<file path="src/rtl/foo_pipe_arbiter_pkg.sv">
// Shared types and constants for the foo_cycle1 pipeline arbiter.
package foo_arb_pkg;
    localparam int unsigned FOO_PIPE_LAT = 2;
    localparam int unsigned FOO_OPND_W   = 64;
    localparam int unsigned FOO_RES_W    = 32;
    // Wide enough for the largest supported requester count (16)
    localparam int unsigned FOO_ID_W     = 4;

    typedef struct packed {
        logic                valid;
        logic [FOO_ID_W-1:0] id;
    } tag_t;
endpackage

</file>
<file path="src/rtl/foo_pipe_arbiter_if.sv">
// Request/pipeline/response bundle between clients, the arbiter and foo_cycle1.
interface foo_pipe_arbiter_if #(
    parameter int unsigned NUM_REQ = 4,
    parameter int unsigned ID_W    = $clog2(NUM_REQ)
);
    logic [NUM_REQ-1:0]    req_valid;
    logic [NUM_REQ*64-1:0] req_data;
    logic [NUM_REQ-1:0]    req_ready;
    logic [63:0]           pipe_s;
    logic [31:0]           pipe_out;
    logic                  rsp_valid;
    logic [ID_W-1:0]       rsp_id;
    logic [31:0]           rsp_data;

    modport master (
        output req_valid, req_data, pipe_out,
        input  req_ready, pipe_s, rsp_valid, rsp_id, rsp_data
    );

    modport slave (
        input  req_valid, req_data, pipe_out,
        output req_ready, pipe_s, rsp_valid, rsp_id, rsp_data
    );
endinterface

</file>
<file path="src/rtl/foo_rr_arbiter.sv">
// Combinational round-robin grant: first valid request searching upward from ptr+1.
module foo_rr_arbiter #(
    parameter int unsigned N     = 4,
    parameter int unsigned IDX_W = $clog2(N)
) (
    input  logic [N-1:0]     req,
    input  logic             en,
    input  logic [IDX_W-1:0] ptr,
    output logic [N-1:0]     gnt,
    output logic [IDX_W-1:0] gnt_idx
);
    int unsigned      idx;
    logic [IDX_W-1:0] idx_w;
    logic             found;

    always_comb begin
        gnt     = '0;
        gnt_idx = '0;
        found   = 1'b0;
        idx     = 0;
        idx_w   = '0;
        for (int unsigned k = 1; k <= N; k++) begin
            idx   = (32'(ptr) + k) % N;
            idx_w = IDX_W'(idx);
            if (en && !found && req[idx_w]) begin
                found      = 1'b1;
                gnt[idx_w] = 1'b1;
                gnt_idx    = idx_w;
            end
        end
    end
endmodule

</file>
<file path="src/rtl/foo_pipe_arbiter.sv">
// Round-robin sharing of one foo_cycle1 adder pipeline with id-tagged responses.
// Optional per-requester grant counters under `FOO_PIPE_ARB_PERF_EN.
module foo_pipe_arbiter
    import foo_arb_pkg::*;
#(
    parameter int unsigned NUM_REQ  = 4,
    parameter int unsigned PIPE_LAT = FOO_PIPE_LAT,
    parameter int unsigned ID_W     = $clog2(NUM_REQ)
) (
    input  logic                  clk,
    input  logic                  rst_n,
    input  logic                  en,
`ifdef FOO_PIPE_ARB_PERF_EN
    input  logic                  cnt_clr,
    output logic [NUM_REQ*32-1:0] grant_cnt,
`endif
    foo_pipe_arbiter_if.slave     bus
);
    logic [ID_W-1:0]    ptr;
    logic [ID_W-1:0]    gnt_idx;
    logic [NUM_REQ-1:0] gnt;
    logic               xfer;
    tag_t               stage [PIPE_LAT];

    foo_rr_arbiter #(
        .N     (NUM_REQ),
        .IDX_W (ID_W)
    ) u_arb (
        .req     (bus.req_valid),
        .en      (en),
        .ptr     (ptr),
        .gnt     (gnt),
        .gnt_idx (gnt_idx)
    );

    // The arbiter only grants valid requesters, so any grant is a transfer
    assign xfer          = |(gnt & bus.req_valid);
    assign bus.req_ready = gnt;

    always_comb begin
        bus.pipe_s = '0;
        for (int unsigned i = 0; i < NUM_REQ; i++) begin
            if (gnt[i]) bus.pipe_s = bus.req_data[64*i +: 64];
        end
    end

    always_ff @(posedge clk or negedge rst_n) begin
        if (!rst_n) begin
            ptr <= ID_W'(NUM_REQ - 1);
        end else if (xfer) begin
            ptr <= gnt_idx;
        end
    end

    always_ff @(posedge clk or negedge rst_n) begin
        if (!rst_n) begin
            for (int unsigned i = 0; i < PIPE_LAT; i++) stage[i] <= '0;
        end else begin
            stage[0] <= '{valid: xfer, id: FOO_ID_W'(gnt_idx)};
            for (int unsigned i = 1; i < PIPE_LAT; i++) stage[i] <= stage[i-1];
        end
    end

    assign bus.rsp_valid = stage[PIPE_LAT-1].valid;
    assign bus.rsp_id    = ID_W'(stage[PIPE_LAT-1].id);
    assign bus.rsp_data  = bus.pipe_out;

`ifdef FOO_PIPE_ARB_PERF_EN
    logic [31:0] cnt [NUM_REQ];

    // Clear wins over a same-cycle increment; counters stick at all-ones
    always_ff @(posedge clk or negedge rst_n) begin
        if (!rst_n) begin
            for (int unsigned i = 0; i < NUM_REQ; i++) cnt[i] <= '0;
        end else begin
            for (int unsigned i = 0; i < NUM_REQ; i++) begin
                if (cnt_clr) cnt[i] <= '0;
                else if (gnt[i] && bus.req_valid[i] && cnt[i] != '1) cnt[i] <= cnt[i] + 32'd1;
            end
        end
    end

    always_comb begin
        grant_cnt = '0;
        for (int unsigned i = 0; i < NUM_REQ; i++) grant_cnt[32*i +: 32] = cnt[i];
    end
`endif
endmodule

</file>
<file path="src/flat_wrapper.sv">
// flat-port wrapper written by rule: the top's interface ports become plain ports
module foo_pipe_arbiter_flat import foo_arb_pkg::*;
#(
    parameter int unsigned NUM_REQ  = 4,
    parameter int unsigned PIPE_LAT = FOO_PIPE_LAT,
    parameter int unsigned ID_W     = $clog2(NUM_REQ)
)
  (clk, rst_n, en, bus_req_valid, bus_req_data, bus_pipe_out, bus_req_ready, bus_pipe_s, bus_rsp_valid, bus_rsp_id, bus_rsp_data);
  foo_pipe_arbiter_if #(.NUM_REQ(NUM_REQ), .ID_W(ID_W)) bus_i ();
  input  logic clk;
  input  logic rst_n;
  input  logic en;
  input wire logic [$bits(bus_i.req_valid)-1:0] bus_req_valid;
  input wire logic [$bits(bus_i.req_data)-1:0] bus_req_data;
  input wire logic [$bits(bus_i.pipe_out)-1:0] bus_pipe_out;
  output wire logic [$bits(bus_i.req_ready)-1:0] bus_req_ready;
  output wire logic [$bits(bus_i.pipe_s)-1:0] bus_pipe_s;
  output wire logic [$bits(bus_i.rsp_valid)-1:0] bus_rsp_valid;
  output wire logic [$bits(bus_i.rsp_id)-1:0] bus_rsp_id;
  output wire logic [$bits(bus_i.rsp_data)-1:0] bus_rsp_data;
  assign bus_i.req_valid = bus_req_valid;
  assign bus_i.req_data = bus_req_data;
  assign bus_i.pipe_out = bus_pipe_out;
  assign bus_req_ready = bus_i.req_ready;
  assign bus_pipe_s = bus_i.pipe_s;
  assign bus_rsp_valid = bus_i.rsp_valid;
  assign bus_rsp_id = bus_i.rsp_id;
  assign bus_rsp_data = bus_i.rsp_data;
  foo_pipe_arbiter #(.NUM_REQ(NUM_REQ), .PIPE_LAT(PIPE_LAT), .ID_W(ID_W)) u_core (.clk(clk), .rst_n(rst_n), .en(en), .bus(bus_i));
endmodule
</file>
<file path="config.mk">
export PLATFORM = sky130hd
export DESIGN_NAME = foo_pipe_arbiter_flat
export DESIGN_NICKNAME = d
export VERILOG_FILES = /design/src/rtl/foo_pipe_arbiter_pkg.sv /design/src/rtl/foo_pipe_arbiter_if.sv /design/src/rtl/foo_rr_arbiter.sv /design/src/rtl/foo_pipe_arbiter.sv /design/src/flat_wrapper.sv
export SDC_FILE = /design/constraint.sdc
export NUM_CORES = 1
export LEC_CHECK = 0
export CORE_AREA = 2 2 157 159
export DETAILED_ROUTE_END_ITERATION = 10
export DIE_AREA = 0 0 159 161
export PLACE_DENSITY_LB_ADDON = 0.2
export RECOVER_POWER = 25
export SLEW_MARGIN = 5
export SYNTH_ARGS = -nofsm -noshare
export SYNTH_HDL_FRONTEND = slang
export SYNTH_HIERARCHICAL = 1
export SYNTH_SLANG_ARGS = --single-unit
</file>
<file path="constraint.sdc">
create_clock -name clk -period 6.4 [get_ports clk]
set_input_delay 0.64 -clock clk [delete_from_list [all_inputs] [get_ports clk]]
set_output_delay 0.64 -clock clk [all_outputs]
set_load 0.05 [all_outputs]
</file>
# After elaboration in Yosys (flattened, before gate mapping)
# Cells that the tools add are included.
# word_totals
regBits,8
input_bits,295
out_inout_bits,103
elab_cells,67
# op_classes
addsub,4
magnitude_cmp,8
muxes,31
bitwise,4
n_reduce_logical,15
# ops
cell,count
64-bit 2-to-1 mux,4
4-bit 2-to-1 mux,4
"2-bit by 3-bit < comparator with 1-bit output, second input constant",4
4-bit OR,3
1-bit logical AND,11
1-bit 2-to-1 mux,11
1-bit binary-select mux with 2-bit select,4
1-bit demux with 2-bit select,4
"2-bit by 1-bit >= comparator with 1-bit output, second input constant",4
2-bit 2-to-1 mux,4
"2-bit by 1-bit adder with 2-bit output, second input constant",2
"2-bit adder, second input constant",2
4-bit bitwise AND,1
4-bit OR reduction,1
1-bit zero test,3

# Logic depth before layout (Yosys ltp)
# Gate-level depths: netlist (run 1).
# depth
ltp_word,21
ltp_mapped,13
mapped_depth_nobuf,9

# Cells and area by module
# Netlist (run 1), hierarchy kept.
# modules_own_cells
module,instances,cells_per_inst,area_per_inst_um2,seq_area_each_um2
foo_pipe_arbiter,1,346,3254.4,202.7
foo_rr_arbiter,1,48,446.7,0.0

# Worst setup path after synthesis (run 1)
# Ideal clock, no wire load.
# synth_timing
path_kind,register -> output
startpoint,register u_core.ptr[0]
endpoint,output bus_pipe_s[2]
t_arrival_ps,4125
required_time_ps,5760
path_slack_ps,1635
path_stages_with_launch,13
path_buffers,4
path_cell_list,dfstp_2 -> buf_6 -> inv_1 -> ha_1 -> mux4_2 -> buf_6 -> nand3b_1 -> a21boi_0 -> a221o_1 -> clkbuf_8 -> clkbuf_8 -> a221oi_2 -> o31ai_1
# synth_via
elab_cells_between_ends,56
classes_between,add/sub (4); order compare (8); mux (27); bitwise (3); reduce/logical (14)
# synth_lines
item,line,text
from (decl),foo_pipe_arbiter.sv:19,logic [ID_W-1:0] ptr;
from (signal assigned),foo_pipe_arbiter.sv:49,ptr <= ID_W'(NUM_REQ - 1);
from (signal assigned),foo_pipe_arbiter.sv:51,ptr <= gnt_idx;
branches (longest 16 deep; another with 2-bit by 3-bit < comparator with 1-bit output),-,
4-bit 2-to-1 mux (*),foo_rr_arbiter.sv:25,if (en && !found && req[idx_w]) begin
via bus_req_ready[1],flat_wrapper.sv:16,output wire logic [$bits(bus_i.req_ready)-1:0] bus_req_ready;
64-bit 2-to-1 mux (*) (3 in series),foo_pipe_arbiter.sv:43,if (gnt[i]) bus.pipe_s = bus.req_data[64*i +: 64];
to (decl),flat_wrapper.sv:17,output wire logic [$bits(bus_i.pipe_s)-1:0] bus_pipe_s;
# Mark *: on every way through the listed nets, which the timed path passes. The select of a mux whose other input is x is not followed.

# Final worst setup path (run 1)
# layout_timing
startpoint,register u_core.ptr[0]
endpoint,output bus_pipe_s[23]
# layout_via
elab_chain_len,21
elab_cells_between_ends,56
classes_between,add/sub (4); order compare (8); mux (27); bitwise (3); reduce/logical (14)
# layout_rtl
item,line
branches (longest 16 deep; another with 2-bit by 3-bit < comparator with 1-bit output),-
4-bit 2-to-1 mux (*),foo_rr_arbiter.sv:25
64-bit 2-to-1 mux (3 in series),foo_pipe_arbiter.sv:43
64-bit 2-to-1 mux (*),foo_pipe_arbiter.sv:43
# Every way passes the cells marked *. The select of a mux whose other input is x is not followed.

==> flow_metrics.env, run 1 <==
export IMPL_status="completed"
export IMPL_gp_congestion=0.913
export IMPL_grt_overflow=0
export IMPL_worst_setup_path_start_kind="flop"
export IMPL_numPortBuffers=333
export IMPL_arrival_ns=4.95
export IMPL_antenna_left=0
export IMPL_avgSynthCellArea_um2=9.39
export IMPL_fp_dieH_um=161
export IMPL_endpoint_kind="output port"
export IMPL_die_w_um=159
export IMPL_ir_drop_v=0.000259
export IMPL_ys_types=35
export IMPL_routed_wl_um=17700
export IMPL_vias_per_cell=4.31
export IMPL_setup_slack_ns=0.808
export IMPL_core_area_mm2=0.0240
export IMPL_skew_ns=0.000897
export IMPL_grt_setup_unrepaired="false"
export IMPL_drtIter0Drc=185
export IMPL_post_cts_buffers=0
export IMPL_ctsResizeCount=0
export IMPL_synthTopCellsByArea="a221oi_2 (25%), o31ai_2 (20%), nor2b_1 (11%)"
export IMPL_syn_to_final_growth_pct=89.7
export IMPL_p_leak_uw=0.00237
export IMPL_drive_above_1_share_pct=22.4
export IMPL_yosysWarnings=6
export IMPL_hpwl_um=14000
export IMPL_clk_latency_ns=0.23
export IMPL_grt_use_met2_pct=24.4
export IMPL_clk_pin_slew_ns=0.04
export IMPL_ios=398
export IMPL_hold_class="reg2reg"
export IMPL_drv_cap=0
export IMPL_synthTopCellsByCount="nand2_1 (70), nor2b_1 (67), a221oi_2 (61), o31ai_2 (60), buf_4 (35)"
export IMPL_stdcell_count=986
export IMPL_wl_per_cell_um=17.9
export IMPL_grt_max_degree=85
export IMPL_hold_depth=0
export IMPL_yosysTopAreaCellShare_pct=24.7
export IMPL_fin_crit_ns=5.59
export IMPL_synth_edf_count=0
export IMPL_nFillCells=2539
export IMPL_initial_core_util_pct=15.4
export IMPL_drv_slew=0
export IMPL_hold_slack_ns=0.342
export IMPL_n_antenna_cell=0
export IMPL_cellPowerDensity_mw_per_mm2=522
export IMPL_yosysMostFrequentCell="nand2_1"
export IMPL_num_rows=57
export IMPL_path_max_fanout=84
export IMPL_postLayoutCoreUtil_pct=29.3
export IMPL_root_buffer="clkbuf_16"
export IMPL_finalHoldViolations=0
export IMPL_reg2reg_depth=9
export IMPL_syn_inst=394
export IMPL_firstDrtPassIters=4
export IMPL_setup_tns_ns=0
export IMPL_critPathKind="reg2out"
export IMPL_met3_usage_pct=2.90
export IMPL_antenna_found_initial=0
export IMPL_cts_max_level=1
export IMPL_yosys_most_used_dff="dfrtp_1"
export IMPL_via_count=4252
export IMPL_clock_sinks=8
export IMPL_place_ws_ns=0.916
export IMPL_worst_slew_margin_rel_pct=28.4
export IMPL_syn_area_mm2=0.00370
export IMPL_final_setup_viol_count=0
export IMPL_fp_dieArea_mm2=0.0256
export IMPL_synth_area_leader_cell="a221oi_2"
export IMPL_grtUsageTotal_pct=12.8
export IMPL_synthesis_nets=696
export IMPL_regArea_um2=203
export IMPL_worstPathRequired_ns=5.76
export IMPL_clock_path_buffers=2
export IMPL_synthArstFlopShare_pct=100
export IMPL_fin_nets=965
export IMPL_grt_busiest_layer="met2"
export IMPL_multi_input_comb_area_mm2=0.00287
export IMPL_grt_pass1_vias=4552
export IMPL_tightest_slew_ns=1.07
export IMPL_fmax_mhz=179
export IMPL_cts_inserted_buffers=3
export IMPL_gr_usage_met1_pct=14.6
export IMPL_cts_tree="done"
export IMPL_dp_cells=982
export IMPL_cts_hold_buf=0
export IMPL_drc=0
export IMPL_ys_seq_area_share_pct=5.48
export IMPL_grt_pass1_wl_um=26500
export IMPL_finalCritPeriodShare_pct=87.4
export IMPL_ys_ff_latch=8
==> flip-flops by register name, indices dropped and copies added (netlist names) <==
register              flops
u_core/stage              3
u_core/bus.rsp_id         2
u_core/ptr                2
u_core/bus.rsp_valid      1
==> area by class of cell <==
| cell class | instances | share of cell area (%) |
|---|---|---|
| inverter | 2 | 0.107 |
| clock buffer | 4 | 1.12 |
| tap | 324 | 5.78 |
| multi-input combinational | 306 | 40.9 |
| timing repair buffer | 342 | 49.2 |
| sequential | 8 | 2.89 |
==> where the power goes <==
group / switching [uW] / leakage (uW) / internal (uW)
Clock: 24.2 / 0.0000382 / 83.0
Sequential: 21.9 / 0.0000985 / 74.7
Combinational: 2140 / 0.00224 / 1320
==> critical path: stages (launching register included) <==
cell             delay (ns)
dfstp_2                0.70
inv_1                  0.15
ha_1                   0.39
mux4_2                 0.44
nor2_1                 0.22
and3_1                 0.31
a221o_4                0.92
buf_4                  0.39
a221oi_2               0.08
o31ai_2                0.24
clkdlybuf4s50_1        0.85
==> per-layer routing <==
metal,part of all wire [%],up-vias
li1,-,2016
met1,39,2012
met2,53,206
met3,6.9,18
met4,1.8,0
met5,0,-
==> cell usage in the layout (no fill, tap or decap), types with 2 or more instances in the layout <==
master and instances:
clkdlybuf4s50_1 332, nand2_1 70, nor2b_1 67, a221oi_2 61
o31ai_2 60, ha_1 7, dfrtp_1 6, o31ai_1 5
buf_4 5, buf_12 4, mux4_2 4, nand3b_1 4
a21boi_0 4, clkbuf_16 3, a221oi_1 3, a221o_4 3
mux2_1 2, dfstp_2 2, inv_1 2, mux2i_1 2
o21ai_0 2
==> stage by stage <==
stage	instance area, um^2	power [uW]
global placement	6940	3570
CTS	7020	3710
detailed placement	6940	3590
floorplan	3700	2650
global route	7020	3850
finish	7020	3670
==> logic make-up (layout without fill, tap and decap cells) <==
logic type	Yosys count	after routing	share of synthesized area, %
AND/OR/NAND/NOR	146	146	20.3
AO/OA/AOI/OAI	144	144	50.0
buffers and inverters	80	348	17.9
multiplexers	9	9	3.89
flip-flops	8	8	5.48
adder cells (fa/ha/maj)	7	7	2.37
==> worst paths after layout <==
check / startpoint / to / slack (ns)
worst max-delay path: u_core/ptr[0] / bus_pipe_s[23] / 0.81
worst min-delay path: u_core/stage[6] / u_core/bus.rsp_id[1] / 0.34
worst min register to register: u_core/stage[6] / u_core/bus.rsp_id[1] / 0.34
worst max register to register: u_core/ptr[0] / u_core/ptr[1] / 2.51
max in group asynchronous: rst_n / u_core/ptr[0] / 5.34
min in group asynchronous: rst_n / u_core/bus.rsp_valid / 0.76
Power figures use the tool's default switching activity.
==> run 2: changes to the inputs <==
Settings changed: CELL_PAD_IN_SITES_DETAIL_PLACEMENT set to 0, CELL_PAD_IN_SITES_GLOBAL_PLACEMENT set to 1.
==> run 2 against run 1 <==
Against the previous run: sequential cell count unchanged; clock-buffer cell count unchanged; cell area down 0.57%; sequential power up 0.4%; non-clock buffer count down 2; core utilization down 0.17 points; clock skew up 0.00069 ns; register-to-register slack better by 0.11 ns; global-route usage down 0.71 points; largest power group unchanged; hold slack better by 0.00061 ns; power down 0.94%; largest cell class unchanged.
==> flow_metrics.env, run 2 (same netlist as run 1, synthesis figures left out) <==
export IMPL_drv_cap=0
export IMPL_dp_cells=980
export IMPL_ctsResizeCount=0
export IMPL_hold_start="u_core/stage[6]"
export IMPL_cts_tree="done"
export IMPL_num_rows=57
export IMPL_fmax_mhz=180
export IMPL_largest_register_ffs=3
export IMPL_clock_path_buffers=2
export IMPL_cts_max_level=1
export IMPL_tightest_slew_ns=0.863
export IMPL_die_w_um=159
export IMPL_reg2reg_to="u_core/ptr[1]"
export IMPL_cellPowerDensity_mw_per_mm2=520
export IMPL_syn_to_final_growth_pct=88.6
export IMPL_fin_crit_ns=5.54
export IMPL_via_count=4195
export IMPL_vias_per_cell=4.26
export IMPL_clk_pin_slew_ns=0.04
export IMPL_critPathTopFamily="buffers and inverters"
export IMPL_final_common_cell="clkdlybuf4s50_1"
export IMPL_path_max_fanout=37
export IMPL_hold_slack_ns=0.342
export IMPL_cts_inserted_buffers=3
export IMPL_fp_dieArea_mm2=0.0256
export IMPL_finalHoldViolations=0
export IMPL_p_leak_uw=0.00236
export IMPL_wl_met2_um=8990
export IMPL_ir_drop_v=0.000264
export IMPL_wl_per_cell_um=17.1
export IMPL_clk_latency_ns=0.23
export IMPL_reg2reg_slack_ns=2.62
export IMPL_drv_slew=0
export IMPL_final_setup_viol_count=0
export IMPL_crit_buf_inv=3
export IMPL_grt_setup_unrepaired="false"
export IMPL_design_area_mm2=0.00698
export IMPL_numPortBuffers=333
export IMPL_fp_dieH_um=161
export IMPL_hpwl_um=12900
export IMPL_worst_setup_path_start_kind="flop"
export IMPL_firstDrtPassIters=4
export IMPL_worstPathCellList="inv_1, ha_1, mux4_2, nor2_1, and3_1, a221o_4, nor2b_4, buf_4, a221oi_2, o31ai_2, clkdlybuf4s50_1"
export IMPL_setup_slack_ns=0.858
export IMPL_drive_above_1_share_pct=22.1
export IMPL_antenna_found_initial=0
export IMPL_initial_core_util_pct=15.4
export IMPL_regArea_um2=203
export IMPL_endpoint_kind="output port"
export IMPL_grt_pass1_vias=4484
export IMPL_multi_input_comb_area_mm2=0.00287
export IMPL_grt_overflow=0
export IMPL_ios=398
export IMPL_n_antenna_cell=0
export IMPL_worst_slew_margin_rel_pct=42.4
export IMPL_setup_tns_ns=0
export IMPL_grt_max_degree=131
export IMPL_wl_met1_um=6530
export IMPL_gp_congestion=0.851
export IMPL_slowest_stage="clkdlybuf4s50_1"
export IMPL_hold_class="reg2reg"
export IMPL_drc=0
export IMPL_skew_ns=0.00159
export IMPL_critPathKind="reg2out"
export IMPL_drtIter0Drc=156
export IMPL_cts_hold_buf=0
export IMPL_root_buffer="clkbuf_16"
export IMPL_status="completed"
export IMPL_finalCritPeriodShare_pct=86.6
export IMPL_routed_top_layer="met4"
export IMPL_reg2reg_depth=10
export IMPL_hold_depth=0
export IMPL_antenna_left=0
export IMPL_rr_startpoint="u_core/ptr[0]"
export IMPL_nFillCells=2589
export IMPL_max_flop_register="u_core/stage"
export IMPL_fin_nets=963
export IMPL_place_area_mm2=0.00690
export IMPL_routed_wl_um=16800
export IMPL_stdcell_count=984
export IMPL_core_area_mm2=0.0240
export IMPL_holdPathEnd="u_core/bus.rsp_id[1]"
export IMPL_layout_common_cells="clkdlybuf4s50_1 (332), nand2_1 (70), nor2b_1 (67)"
export IMPL_route_met3_wl_um=1110
export IMPL_grtUsageTotal_pct=12.1
export IMPL_arrival_ns=4.90
export IMPL_max_stage_delay_ns=0.85
export IMPL_worstPathRequired_ns=5.76
export IMPL_grt_pass1_wl_um=25500
export IMPL_place_ws_ns=0.995
export IMPL_clock_sinks=8
export IMPL_post_cts_buffers=0
[run 2: metrics by stage]
stage,utilization (%),power [uW]
after floorplan,-,2650
after global placement,28.8,3530
after CTS,29.1,3670
after detailed placement,28.8,3550
final,29.1,3630
after global routing,29.1,3810
[run 2: report_power, final]
| part | switching (uW) | internal (uW) | total (uW) |
|---|---|---|---|
| clock network | 24.0 | 82.9 | 107 |
| registers | 22.3 | 74.7 | 97.0 |
| logic | 2130 | 1300 | 3430 |
| total | 2180 | 1450 | 3630 |
[run 2: worst max-delay path by stage]
stage                                start             end  slack, ns  cells after the start
final                        u_core/ptr[0]  bus_pipe_s[48]       0.86                     11
after global routing         u_core/ptr[0]  bus_pipe_s[26]       0.56                     10
after CTS                    u_core/ptr[0]   bus_pipe_s[3]       0.81                     11
after detailed placement  bus_req_valid[3]   bus_pipe_s[8]       0.99                      9
after global placement    bus_req_valid[2]   bus_pipe_s[8]       1.08                      9
after floorplan              u_core/ptr[0]   bus_pipe_s[2]       1.64                     12
[run 2: layout make-up]
cell class	instances	share of cell area, %
multi-input cells	306	41.2
well taps	324	5.81
clock buffers	4	1.13
inverters	2	0.108
repair buffers	340	48.9
flip-flops and latches	8	2.90
[run 2: per-layer routing]
layer | vias up | global-route usage [%]
met5 | - | 0
met4 | 0 | 1.94
met3 | 18 | 2.70
met2 | 187 | 23.3
met1 | 1981 | 13.8
li1 | 2009 | -
